### src/rtl/cache_arbiter_if.sv
// Pipelined Wishbone bus bundle shared by the arbiter's two master-side ports and its cache-side port.
// The slave modport is what the arbiter presents to a master; the master modport is what it drives into the cache.
interface cache_arbiter_if #(
    parameter int AWIDTH = 32,
    parameter int DWIDTH = 32
);
    logic                  cyc;
    logic                  stb;
    logic                  we;
    logic [AWIDTH-1:0]     adr;
    logic [DWIDTH/8-1:0]   sel;
    logic [DWIDTH-1:0]     dat_m;
    logic [DWIDTH-1:0]     dat_s;
    logic                  ack;
    logic                  stall;
    logic                  err;

    modport master (
        output cyc, stb, we, adr, sel, dat_m,
        input  dat_s, ack, stall
    );

    modport slave (
        input  cyc, stb, we, adr, sel, dat_m,
        output dat_s, ack, stall, err
    );
endinterface

### src/rtl/cache_arbiter.sv
// Two-master round-robin Wishbone arbiter in front of the write-back cache slave port,
// with per-grant strobe throttling and an ack watchdog that aborts stuck bus cycles.
module cache_arbiter #(
    parameter int AWIDTH  = 32,
    parameter int DWIDTH  = 32,
    parameter int MAXOUT  = 4,
    parameter int TIMEOUT = 255
) (
    input  logic                  clk_i,
    input  logic                  rst_i,
    cache_arbiter_if.slave        m0,
    cache_arbiter_if.slave        m1,
    cache_arbiter_if.master       s,
    output logic [1:0]            grant
);

    localparam int             WW      = (TIMEOUT > 2) ? $clog2(TIMEOUT) : 1;
    localparam bit             WD_EN   = (TIMEOUT > 0);
    localparam logic [WW-1:0]  WD_LAST = WW'((TIMEOUT > 0) ? TIMEOUT - 1 : 0);
    localparam logic [3:0]     MAXCNT  = 4'(MAXOUT);

    typedef enum logic [1:0] {
        A_IDLE,
        A_M0,
        A_M1,
        A_ABORT
    } state_t;

    state_t               state, state_nxt;
    logic                 owner, owner_nxt;
    logic                 last, last_nxt;
    logic [3:0]           outstanding;
    logic [WW-1:0]        wdog;

    logic                 own_cyc, own_stb, own_we;
    logic [AWIDTH-1:0]    own_adr;
    logic [DWIDTH/8-1:0]  own_sel;
    logic [DWIDTH-1:0]    own_dat;
    logic                 owned, full, accept, timeout;

    // The owner register stays valid through A_ABORT, so one mux serves both owner states and abort.
    always_comb begin
        own_cyc = owner ? m1.cyc   : m0.cyc;
        own_stb = owner ? m1.stb   : m0.stb;
        own_we  = owner ? m1.we    : m0.we;
        own_adr = owner ? m1.adr   : m0.adr;
        own_sel = owner ? m1.sel   : m0.sel;
        own_dat = owner ? m1.dat_m : m0.dat_m;
    end

    assign owned   = (state == A_M0) || (state == A_M1);
    assign full    = (outstanding == MAXCNT);
    assign accept  = owned && own_stb && !full && !s.stall;
    assign timeout = WD_EN && owned && (outstanding != '0) && !s.ack && (wdog == WD_LAST);

    always_ff @(posedge clk_i or posedge rst_i) begin
        if (rst_i) begin
            state <= A_IDLE;
            owner <= 1'b0;
            last  <= 1'b1;
        end else begin
            state <= state_nxt;
            owner <= owner_nxt;
            last  <= last_nxt;
        end
    end

    always_comb begin
        state_nxt = state;
        owner_nxt = owner;
        last_nxt  = last;
        case (state)
            A_IDLE: begin
                if (m0.cyc && m1.cyc) begin
                    owner_nxt = ~last;
                end else if (m0.cyc) begin
                    owner_nxt = 1'b0;
                end else if (m1.cyc) begin
                    owner_nxt = 1'b1;
                end
                if (m0.cyc || m1.cyc) begin
                    state_nxt = owner_nxt ? A_M1 : A_M0;
                end
            end
            A_M0, A_M1: begin
                if (!own_cyc) begin
                    state_nxt = A_IDLE;
                    last_nxt  = owner;
                end else if (timeout) begin
                    state_nxt = A_ABORT;
                end
            end
            A_ABORT: begin
                if (!own_cyc) begin
                    state_nxt = A_IDLE;
                    last_nxt  = owner;
                end
            end
            default: state_nxt = A_IDLE;
        endcase
    end

    // Counters only live while a grant persists; any state change wipes them.
    always_ff @(posedge clk_i or posedge rst_i) begin
        if (rst_i) begin
            outstanding <= '0;
            wdog        <= '0;
        end else if (!owned || (state_nxt != state)) begin
            outstanding <= '0;
            wdog        <= '0;
        end else begin
            case ({accept, s.ack})
                2'b10:   outstanding <= outstanding + 4'd1;
                2'b01:   if (outstanding != '0) outstanding <= outstanding - 4'd1;
                default: outstanding <= outstanding;
            endcase
            if (!WD_EN || (outstanding == '0) || s.ack) begin
                wdog <= '0;
            end else begin
                wdog <= wdog + 1'b1;
            end
        end
    end

    always_comb begin
        s.cyc    = 1'b0;
        s.stb    = 1'b0;
        s.we     = 1'b0;
        s.adr    = '0;
        s.sel    = '0;
        s.dat_m  = '0;
        m0.stall = 1'b1;
        m1.stall = 1'b1;
        m0.ack   = 1'b0;
        m1.ack   = 1'b0;
        m0.err   = 1'b0;
        m1.err   = 1'b0;
        m0.dat_s = s.dat_s;
        m1.dat_s = s.dat_s;
        grant    = 2'b00;
        case (state)
            A_M0, A_M1: begin
                s.cyc   = own_cyc;
                s.stb   = own_stb && !full;
                s.we    = own_we;
                s.adr   = own_adr;
                s.sel   = own_sel;
                s.dat_m = own_dat;
                if (owner == 1'b0) begin
                    m0.stall = s.stall || full;
                    m0.ack   = s.ack;
                    m0.err   = timeout;
                end else begin
                    m1.stall = s.stall || full;
                    m1.ack   = s.ack;
                    m1.err   = timeout;
                end
                grant = owner ? 2'b10 : 2'b01;
            end
            A_ABORT: grant = owner ? 2'b10 : 2'b01;
            default: grant = 2'b00;
        endcase
    end

endmodule

### src/flat_wrapper.sv
// flat-port wrapper written by rule: the top's interface ports become plain ports
module cache_arbiter_flat 
#(
    parameter int AWIDTH  = 32,
    parameter int DWIDTH  = 32,
    parameter int MAXOUT  = 4,
    parameter int TIMEOUT = 255
)
  (clk_i, rst_i, grant, m0_cyc, m0_stb, m0_we, m0_adr, m0_sel, m0_dat_m, m0_dat_s, m0_ack, m0_stall, m0_err, m1_cyc, m1_stb, m1_we, m1_adr, m1_sel, m1_dat_m, m1_dat_s, m1_ack, m1_stall, m1_err, s_cyc, s_stb, s_we, s_adr, s_sel, s_dat_m, s_dat_s, s_ack, s_stall);
  cache_arbiter_if #(.AWIDTH(AWIDTH), .DWIDTH(DWIDTH)) m0_i ();
  cache_arbiter_if #(.AWIDTH(AWIDTH), .DWIDTH(DWIDTH)) m1_i ();
  cache_arbiter_if #(.AWIDTH(AWIDTH), .DWIDTH(DWIDTH)) s_i ();
  input  logic clk_i;
  input  logic rst_i;
  output logic [1:0] grant;
  input wire logic [$bits(m0_i.cyc)-1:0] m0_cyc;
  input wire logic [$bits(m0_i.stb)-1:0] m0_stb;
  input wire logic [$bits(m0_i.we)-1:0] m0_we;
  input wire logic [$bits(m0_i.adr)-1:0] m0_adr;
  input wire logic [$bits(m0_i.sel)-1:0] m0_sel;
  input wire logic [$bits(m0_i.dat_m)-1:0] m0_dat_m;
  output wire logic [$bits(m0_i.dat_s)-1:0] m0_dat_s;
  output wire logic [$bits(m0_i.ack)-1:0] m0_ack;
  output wire logic [$bits(m0_i.stall)-1:0] m0_stall;
  output wire logic [$bits(m0_i.err)-1:0] m0_err;
  input wire logic [$bits(m1_i.cyc)-1:0] m1_cyc;
  input wire logic [$bits(m1_i.stb)-1:0] m1_stb;
  input wire logic [$bits(m1_i.we)-1:0] m1_we;
  input wire logic [$bits(m1_i.adr)-1:0] m1_adr;
  input wire logic [$bits(m1_i.sel)-1:0] m1_sel;
  input wire logic [$bits(m1_i.dat_m)-1:0] m1_dat_m;
  output wire logic [$bits(m1_i.dat_s)-1:0] m1_dat_s;
  output wire logic [$bits(m1_i.ack)-1:0] m1_ack;
  output wire logic [$bits(m1_i.stall)-1:0] m1_stall;
  output wire logic [$bits(m1_i.err)-1:0] m1_err;
  output wire logic [$bits(s_i.cyc)-1:0] s_cyc;
  output wire logic [$bits(s_i.stb)-1:0] s_stb;
  output wire logic [$bits(s_i.we)-1:0] s_we;
  output wire logic [$bits(s_i.adr)-1:0] s_adr;
  output wire logic [$bits(s_i.sel)-1:0] s_sel;
  output wire logic [$bits(s_i.dat_m)-1:0] s_dat_m;
  input wire logic [$bits(s_i.dat_s)-1:0] s_dat_s;
  input wire logic [$bits(s_i.ack)-1:0] s_ack;
  input wire logic [$bits(s_i.stall)-1:0] s_stall;
  assign m0_i.cyc = m0_cyc;
  assign m0_i.stb = m0_stb;
  assign m0_i.we = m0_we;
  assign m0_i.adr = m0_adr;
  assign m0_i.sel = m0_sel;
  assign m0_i.dat_m = m0_dat_m;
  assign m0_dat_s = m0_i.dat_s;
  assign m0_ack = m0_i.ack;
  assign m0_stall = m0_i.stall;
  assign m0_err = m0_i.err;
  assign m1_i.cyc = m1_cyc;
  assign m1_i.stb = m1_stb;
  assign m1_i.we = m1_we;
  assign m1_i.adr = m1_adr;
  assign m1_i.sel = m1_sel;
  assign m1_i.dat_m = m1_dat_m;
  assign m1_dat_s = m1_i.dat_s;
  assign m1_ack = m1_i.ack;
  assign m1_stall = m1_i.stall;
  assign m1_err = m1_i.err;
  assign s_cyc = s_i.cyc;
  assign s_stb = s_i.stb;
  assign s_we = s_i.we;
  assign s_adr = s_i.adr;
  assign s_sel = s_i.sel;
  assign s_dat_m = s_i.dat_m;
  assign s_i.dat_s = s_dat_s;
  assign s_i.ack = s_ack;
  assign s_i.stall = s_stall;
  cache_arbiter #(.AWIDTH(AWIDTH), .DWIDTH(DWIDTH), .MAXOUT(MAXOUT), .TIMEOUT(TIMEOUT)) u_core (.clk_i(clk_i), .rst_i(rst_i), .m0(m0_i), .m1(m1_i), .s(s_i), .grant(grant));
endmodule
### config.mk
export PLATFORM = sky130hd
export DESIGN_NAME = cache_arbiter_flat
export DESIGN_NICKNAME = d
export VERILOG_FILES = /design/src/rtl/cache_arbiter_if.sv /design/src/rtl/cache_arbiter.sv /design/src/flat_wrapper.sv
export SDC_FILE = /design/constraint.sdc
export NUM_CORES = 1
export LEC_CHECK = 0
export CORE_AREA = 2 2 123 125
export DETAILED_ROUTE_END_ITERATION = 8
export DIE_AREA = 0 0 125 127
export PLACE_DENSITY = 0.68
export SLEW_MARGIN = 20
export SYNTH_ARGS = -nofsm -noshare
export SYNTH_HDL_FRONTEND = slang
export SYNTH_SLANG_ARGS = --single-unit
### constraint.sdc
create_clock -name clk_i -period 2.7 [get_ports clk_i]
set_input_delay 0.675 -clock clk_i [delete_from_list [all_inputs] [get_ports clk_i]]
set_output_delay 0.675 -clock clk_i [all_outputs]
set_load 0.05 [all_outputs]
==> impl_metrics.env <==
export IMPL_run_status="finished clean"
export IMPL_post_drt_via_cell_ratio=4.27
export IMPL_fin_area_mm2=0.00474
export IMPL_die_x_um=125
export IMPL_place_area_mm2=0.00463
export IMPL_drt_wl_total_um=10600
export IMPL_clk_pin_slew_ps=50
export IMPL_fin_crit_sh=0.976
export IMPL_core_mm2=0.0144
export IMPL_ios=321
export IMPL_path_delay_family="buffers and inverters"
export IMPL_hp_class="flip-flop to flip-flop"
export IMPL_post_route_util=0.329
export IMPL_drt_iter0_drc=73
export IMPL_fp_dieH_um=127
export IMPL_syn_to_final_growth_pct=78.0
export IMPL_wire_per_inst_um=15.4
export IMPL_rsz0062_at_grt="yes"
export IMPL_synth_seq_area_share=0.151
export IMPL_powerDensity_mw_per_mm2=1380
export IMPL_reg2reg_depth=11
export IMPL_overflow=0
export IMPL_drive_above_1_share=0.232
export IMPL_synthFlopType="dfrtp_1"
export IMPL_synth_top_area_share=0.278
export IMPL_cts_tree="yes"
export IMPL_syn_area_mm2=0.00267
export IMPL_p_leak_nw=2.12
export IMPL_yosys_warnings=0
export IMPL_antenna_found_initial=1
export IMPL_cts_root_buf="clkbuf_16"
export IMPL_crit_slowest_cell="clkdlybuf4s50_1"
export IMPL_cts_hold_buffers=0
export IMPL_whs_path_depth=2
export IMPL_grt_pass1_vias=2905
export IMPL_ff2ff_setup_slack_ps=150
export IMPL_worst_path_buf_inv=3
export IMPL_worstHoldStart="u_core.last"
export IMPL_crit_type="input port to output port"
export IMPL_yosys_cell_count_top_type="nor2_1"
export IMPL_synthTopCellsByArea="mux2i_1, buf_4, dfrtp_1, nor2_1, ha_1"
export IMPL_setup_slack_ps=65.6
export IMPL_synth_top_cell_by_area="mux2i_1"
export IMPL_initial_core_util=0.185
export IMPL_nets=692
export IMPL_grt_pass1_wl_um=15900
export IMPL_setup_viol=0
export IMPL_hpwl_um=9330
export IMPL_vdd_drop_max_v=0.000891
export IMPL_clock_skew_ps=3.15
export IMPL_clk_latency_ps=250
export IMPL_htreeDepth=1
export IMPL_clockBufferDepth=2
export IMPL_fmax_mhz=380
export IMPL_cp_cell_sequence="clkdlybuf4s50_1 > buf_4 > a21oi_1 > nand3_1 > buf_12"
export IMPL_finalSetupTns_ps=0
export IMPL_min_period_ps=2630
export IMPL_required_ps=2030
export IMPL_placementRows=44
export IMPL_synth_edf_count=0
export IMPL_cp_arrival_ps=1960
export IMPL_instances_no_fill=690
export IMPL_max_cap_viol_count=0
export IMPL_rr_startpoint="u_core.state[0]"
export IMPL_regToRegEndpoint="u_core.outstanding[3]"
export IMPL_drtAntennaViolNets=0
export IMPL_cp_max_fo=2
export IMPL_hold_path_endpoint="u_core.last"
export IMPL_cp_end_kind="output port"
export IMPL_grt_max_degree=41
export IMPL_finalHoldViolCount=0
export IMPL_synth_fp_nets=532
export IMPL_p_total_mw=6.56
export IMPL_numCtsBuffers=3
export IMPL_vias=2944
export IMPL_pre_cts_ws_ps=-282
export IMPL_maxSlewViolCount=0
export IMPL_avgSynthCellArea_um2=7.70
export IMPL_tightest_slew_ps=604
export IMPL_critPathLaunchType="input port"
export IMPL_yosys_register_bits=16
export IMPL_track_usage=0.122
export IMPL_die_area_mm2=0.0159
export IMPL_synthCells=346
export IMPL_gp_congestion=0.806
export IMPL_io_buffers=224
export IMPL_first_pass_iters=4
export IMPL_ys_async_sr_fraction=1.00
export IMPL_hold_slack_ps=496
export IMPL_drcViolationCount=0
export IMPL_synth_cell_type_count=40
export IMPL_max_stage_delay_ps=460
export IMPL_maxSlewHeadroom=0.597
export IMPL_cts_sink_count=16
export IMPL_dp_cells=682
export IMPL_synth_commonest_cells="nor2_1, mux2i_1, buf_4"
## power by group
group	internal, mW	leakage (nW)	total, mW	switching (mW)
sequential	0.286	0.214	0.338	0.0520
combinational	1.93	1.87	5.91	3.98
clock	0.225	0.0442	0.316	0.0916
## worst max path at each step
stage                                  endpoint     from  cells past startpoint  slack, ps
final                                  m1_stall  s_stall                      5         70
after global routing                   m1_stall  s_stall                      5         -4
after CTS                 u_core.outstanding[3]   m0_stb                     10          2
after detailed placement  u_core.outstanding[3]   m0_stb                     10       -280
after global placement    u_core.outstanding[3]   m1_stb                     10       -190
after floorplan                          m0_err    s_ack                      3       -160
## cell families (layout without fill, tap and decap cells)
logic type | Yosys count | in the layout | share of synthesized area
xor gates and xnor gates | 9 | 9 | 0.0296
AOI/OAI and AO/OA | 24 | 24 | 0.0643
muxes | 75 | 75 | 0.284
other | 0 | 1 | 0
and+or+nand+nor | 120 | 120 | 0.204
buffers and inverters | 94 | 253 | 0.228
adders and majority gates | 8 | 8 | 0.0404
DFF | 16 | 16 | 0.151
## what timing repair did
item                       in CTS  in global routing
gates resized for setup         1                  1
setup buffers                   0                  3
pin swaps                       0                  2
hold endpoints to repair        0                  0
setup endpoints to repair       2                 48
## sequential cells by signal, summed over array words and instances, names as in the netlist
register and cells:
u_core.state 2, u_core.wdog 8, u_core.owner 1, u_core.last 1, u_core.outstanding 4
## cell type report
type                    instances  area (µm²)
repair buffers                241        2310
diodes                          1        2.50
well taps                     184         230
inverters                       8        30.0
clock buffers                   4        88.8
fillers                      1524        9680
flip-flops and latches         16         407
multi-input cells             236        1680
## worst reg2reg max path, cell delays in order (launching register included)
cell and delay, ps:
dfrtp_1 380, inv_1 100, ha_1 340, inv_2 80, a2111oi_4 360, nor2b_2 120
ha_1 350, a21oi_1 200, a21oi_1 100, mux2i_1 170, xor2_1 180, nor2_1 60
## layout by cell type (no fill, tap or decap), types with 9 or more instances in the layout
master,count
clkdlybuf4s50_1,145
buf_4,85
nor2_1,80
mux2i_1,74
dfrtp_1,13
buf_12,11
nand2_1,9
nand3_1,9
## routing by layer
layer / wire length (µm) / track usage
met2: 5260 / 0.210
met3: 1220 / 0.0590
met5: 13 / 0
met1: 4070 / 0.144
met4: 68 / 0.0105
Power figures use the tool's default switching activity.
==> patch 1: new RTL, same settings <==
`AWIDTH` is set to 32 in 3 places; all go to 48.
--- a/src/rtl/cache_arbiter_if.sv
+++ b/src/rtl/cache_arbiter_if.sv
@@ -1,7 +1,7 @@
 // Pipelined Wishbone bus bundle shared by the arbiter's two master-side ports and its cache-side port.
 // The slave modport is what the arbiter presents to a master; the master modport is what it drives into the cache.
 interface cache_arbiter_if #(
-    parameter int AWIDTH = 32,
+    parameter int AWIDTH = 48,
     parameter int DWIDTH = 32
 );
     logic                  cyc;
--- a/src/rtl/cache_arbiter.sv
+++ b/src/rtl/cache_arbiter.sv
@@ -1,7 +1,7 @@
 // Two-master round-robin Wishbone arbiter in front of the write-back cache slave port,
 // with per-grant strobe throttling and an ack watchdog that aborts stuck bus cycles.
 module cache_arbiter #(
-    parameter int AWIDTH  = 32,
+    parameter int AWIDTH  = 48,
     parameter int DWIDTH  = 32,
     parameter int MAXOUT  = 4,
     parameter int TIMEOUT = 255
--- a/src/flat_wrapper.sv
+++ b/src/flat_wrapper.sv
@@ -1,7 +1,7 @@
 // flat-port wrapper written by rule: the top's interface ports become plain ports
 module cache_arbiter_flat 
 #(
-    parameter int AWIDTH  = 32,
+    parameter int AWIDTH  = 48,
     parameter int DWIDTH  = 32,
     parameter int MAXOUT  = 4,
     parameter int TIMEOUT = 255
Ports: changed (resized m0_adr, m1_adr and s_adr); port bits go from 321 to 369. No check against the original RTL was run, so the function may have changed too.
==> patch 1 against the original RTL <==
Wire length is 58% higher; power increased by 59%; final area increased by 40%; setup slack worse by 0.047 ns; synthesized area rose by 9.0%; clock power decreased by 7.9%; sequential cell count unchanged; first-iteration DRC count grew 56%.
==> patch 1: results (changes against the original RTL) <==
* Half-perimeter wire length after placement at 15200 um (was 9330 um)
* Complex-gate fraction of the synthesized area at 5.90% (was 6.43%)
* Met3 WL at 1640 um (was 1220 um)
* Beginning of the critical path: s_ack (was s_stall)
* Critical Path End: m1_err (was m1_stall)
* Average instance area after synthesis at 7.60 sq um (was 7.70 sq um)
* Pin count of the biggest net entering global routing at 58 (was 41)
* Mux cell area share after synthesis at 31.5% (was 28.4%)
* Vias after detailed routing at 3557 (was 2944)
* Leading post-synthesis cells by instance count: 96 x nor2_1, 90 x mux2i_1, 65 x buf_4, 15 x dfrtp_1 (was 80 x nor2_1, 74 x mux2i_1, 66 x buf_4, 15 x dfrtp_1, 12 x clkbuf_1)
* Count of inserted antenna diode cells at 0 (was 1)
* Placed cells at 765 (was 682)
* Post-CTS Setup Repair Bufs at 3 (was 0)
* Ranking of synthesized cells by area: mux2i_1 31%, buf_4 17%, dfrtp_1 13% (was mux2i_1 28%, buf_4 19%, dfrtp_1 14%)
* RePlAce Congestion at 0.920 (was 0.806)
* Status: completed (unchanged)
* Share of the yosys chip area belonging to registers at 13.8% (was 15.1%)
* Total net switching power at 0.00568 W (was 0.00412 W)
* VDD IR-drop max at 0.000806 V (was 0.000891 V)
* Dpl cell area at 6500 sq um (was 4630 sq um)
* Clock skew after layout at 0.00289 ns (was 0.00315 ns)
* Worst hold slack at 0.514 ns (was 0.496 ns)
* Vias per std cell at 4.60 (was 4.27)
* Power consumed by sequential cells at 0.000332 W (was 0.000338 W)
* Drt first pass iters at 5 (was 4)
* Pre-CTS setup slack at -0.331 ns (was -0.282 ns)
* Via count of the first global-routing pass at 3733 (was 2905)
* Total power at 0.0104 W (was 0.00656 W)
* Filler Cell Count at 1302 (was 1524)
* Global routing usage summed across all routing layers at 20.1% (was 12.2%)
* Largest fanout of any net on the critical path at 3 (was 2)
* Ratio of cells with drive above 1 in the final layout at 30.2% (was 23.2%)
* Syn_nets at 600 (was 532)
* Met2 track demand over resource at 43.6% (was 21.0%)
* Detailed-route wire length on metal 1 at 4530 um (was 4070 um)
* Capture point of the worst reg-to-reg path: u_core.outstanding[2] (was u_core.outstanding[3])
* Total length of routed met2 wires at 10200 um (was 5260 um)
* GR Util met3 at 7.45% (was 5.90%)
* GR Layer Usage met1 at 16.6% (was 14.4%)
* Count of input and output buffers at 272 (was 224)
* Register-to-Register Path Depth at 10 (was 11)
* Initial drt markers at 114 (was 73)
* Beginning of the worst register-to-register path: u_core.state[1] (was u_core.state[0])
* Transition time at the pin with the least slew margin at 0.613 ns (was 0.604 ns)
[patch 1: cell count changes after synthesis, sizes merged]
cell,delta
buf,+5
nor2,+16
mux2i,+16
clkbuf,-1
[patch 1: worst max-delay path, cell delays in order]
cell             delay [ns]
clkdlybuf4s50_1        0.45
or2_2                  0.37
nor4_2                 0.33
buf_12                 0.18
[patch 1: cell type report]
| type | count | area, sq um | area share, % |
|---|---|---|---|
| Timing Repair Buffer | 293 | 3860 | 58.0 |
| Multi-Input combinational cell | 268 | 2040 | 30.7 |
| Sequential cell | 16 | 405 | 6.09 |
| Tap cell | 184 | 230 | 3.46 |
| Clock buffer | 4 | 78.8 | 1.19 |
| Inverter | 8 | 32.5 | 0.489 |
[patch 1: logic make-up (layout without fill, tap and decap cells)]
| logic type | after synthesis | after routing |
|---|---|---|
| xor+xnor | 9 | 9 |
| buf+inv | 98 | 305 |
| simple gates | 136 | 136 |
| mux | 91 | 91 |
| fa+ha+maj | 8 | 8 |
| flops | 16 | 16 |
| compound gates | 24 | 24 |
==> patch 2: new RTL, same settings <==
Without the edit above. Encoding of `state_t`: now one-hot (4 bits for 4 states).
--- a/src/rtl/cache_arbiter.sv
+++ b/src/rtl/cache_arbiter.sv
@@ -19,11 +19,11 @@
     localparam logic [WW-1:0]  WD_LAST = WW'((TIMEOUT > 0) ? TIMEOUT - 1 : 0);
     localparam logic [3:0]     MAXCNT  = 4'(MAXOUT);
 
-    typedef enum logic [1:0] {
-        A_IDLE,
-        A_M0,
-        A_M1,
-        A_ABORT
+    typedef enum logic [3:0] {
+        A_IDLE  = 4'b0001,
+        A_M0    = 4'b0010,
+        A_M1    = 4'b0100,
+        A_ABORT = 4'b1000
     } state_t;
 
     state_t               state, state_nxt;
Function: same outputs for any inputs over 10 cycles, from zero or initial values and one cycle with rst_i high; not proved beyond that.
==> patch 2 against the original RTL <==
Final area rose by 18%; final cell count did not move; count of clock-buffer cells in the layout did not move; setup slack got worse by 0.026 ns; via count fell by 0.20%; largest power group unchanged; wire length rose by 21%; power fell by 29%; sequential cell count rose by 2; synthesized area rose by 0.19%.
==> patch 2: results (changes against the original RTL) <==
* Leading post-synthesis cells by instance count: 89 x nor2_1, 73 x mux2i_1, 64 x buf_4, 17 x nand2_1, 16 x dfrtp_1 (was 80 x nor2_1, 74 x mux2i_1, 66 x buf_4, 15 x dfrtp_1, 12 x clkbuf_1)
* Critical path data arrival time at 1.99 ns (was 1.96 ns)
* Relative max-transition margin at 53.2% (was 59.7%)
* Adder-cell share of the synthesized area at 2.62% (was 4.04%)
* Worst hold slack at 0.532 ns (was 0.496 ns)
* Cell depth of the worst hold path at 2 (unchanged)
* Share of the yosys chip area belonging to registers at 17.0% (was 15.1%)
* Status: completed (unchanged)
* Global routing usage summed across all routing layers at 15.1% (was 12.2%)
* Via count of the first global-routing pass at 3058 (was 2905)
* Distinct cell type count of the synthesized netlist at 41 (was 40)
* Beginning of the worst register-to-register path: u_core.outstanding[1] (was u_core.state[0])
* Drt first pass iters at 6 (was 4)
* First-pass GRT wire length at 18500 um (was 15900 um)
* Register-to-Register Path Depth at 9 (was 11)
* Vias after detailed routing at 2938 (was 2944)
* Parity-gate share of the synthesized area counting xor and xnor cells at 3.56% (was 2.96%)
* Mux cell area share after synthesis at 28.2% (was 28.4%)
* Initial drt markers at 123 (was 73)
* Clock skew after layout at 0.00165 ns (was 0.00315 ns)
* Largest fanout of any net on the critical path at 4 (was 2)
* Antenna violations before repair at 0 (was 1)
* VDD IR-drop max at 0.000409 V (was 0.000891 V)
* Ranking of synthesized cells by area: mux2i_1 27%, buf_4 18%, dfrtp_1 15% (was mux2i_1 28%, buf_4 19%, dfrtp_1 14%)
* Average instance area after synthesis at 7.65 sq um (was 7.70 sq um)
* Ratio of cells with drive above 1 in the final layout at 21.9% (was 23.2%)
* Pin count of the biggest net entering global routing at 70 (was 41)
* Post-CTS Setup Repair Bufs at 0 (unchanged)
* Complex-gate fraction of the synthesized area at 5.11% (was 6.43%)
* Count of inserted antenna diode cells at 0 (was 1)
* Average wire per cell in the routed design at 18.7 um (was 15.4 um)
* Sum of routed wire length over all layers at 12900 um (was 10600 um)
* Registers with the most flip-flops: u_core.wdog: 8 flops, u_core.outstanding: 4 flops, u_core.state: 4 flops (was u_core.wdog: 8 flops, u_core.outstanding: 4 flops, u_core.state: 2 flops)
* Half-perimeter wire length after placement at 11500 um (was 9330 um)
* Syn_nets at 532 (unchanged)
* Dpl cell area at 5490 sq um (was 4630 sq um)
* Static Leakage at 2.43 nW (was 2.12 nW)
patch 2: power breakdown:
part	switching (W)	internal, W	total [W]
logic	0.00217	0.00180	0.00397
registers	0.0000633	0.000319	0.000383
clock network	0.0000966	0.000225	0.000322
patch 2: worst max-delay path by stage:
stage | from | to | slack, ns | depth (start not counted)
after CTS | s_ack | m0_err | 0.03 | 6
final | s_ack | m1_err | 0.04 | 6
after detailed placement | s_stall | u_core.outstanding[3] | -0.15 | 9
after floorplan | u_core.owner | s_adr[30] | 0.08 | 5
after global placement | s_ack | m1_err | -0.06 | 6
after global routing | s_ack | m1_err | -0.006 | 6
patch 2: routing by layer:
layer | track usage (%) | vias up | part of all wire (%)
met5 | 0 | - | 0
met4 | 4.71 | 0 | 2.4
met2 | 31.7 | 175 | 59
li1 | - | 1417 | -
met3 | 3.81 | 15 | 8.0
met1 | 13.9 | 1331 | 31
patch 2: cell type report:
type	count	area (sq um)
Inverter	6	22.5
Timing Repair Buffer	235	3140
Sequential cell	18	457
Tap cell	184	230
Clock buffer	4	88.8
Multi-Input combinational cell	243	1680
Fill cell	1404	8810
patch 2: timing repair:
item                                    4_1_cts  5_1_grt
resized for setup                             3        5
pin swaps                                     1        1
endpoints found under the setup margin        2        5
patch 2: stage by stage:
stage / util, % / setup TNS [ns] / worst slack (ns)
after global placement: 38.1 / -0.116 / -0.0553
final: 38.9 / 0 / 0.0400
after floorplan: - / 0 / 0.0793
after global routing: 38.9 / -0.00815 / -0.00592
after CTS: 38.7 / 0 / 0.0254
after detailed placement: 38.1 / -0.260 / -0.149
patch 2: critical path, stage by stage:
cell and delay [ns]:
clkdlybuf4s50_1 0.44, nor4_2 0.29, buf_4 0.17, nand2_2 0.12, nor2_4 0.14, buf_12 0.14
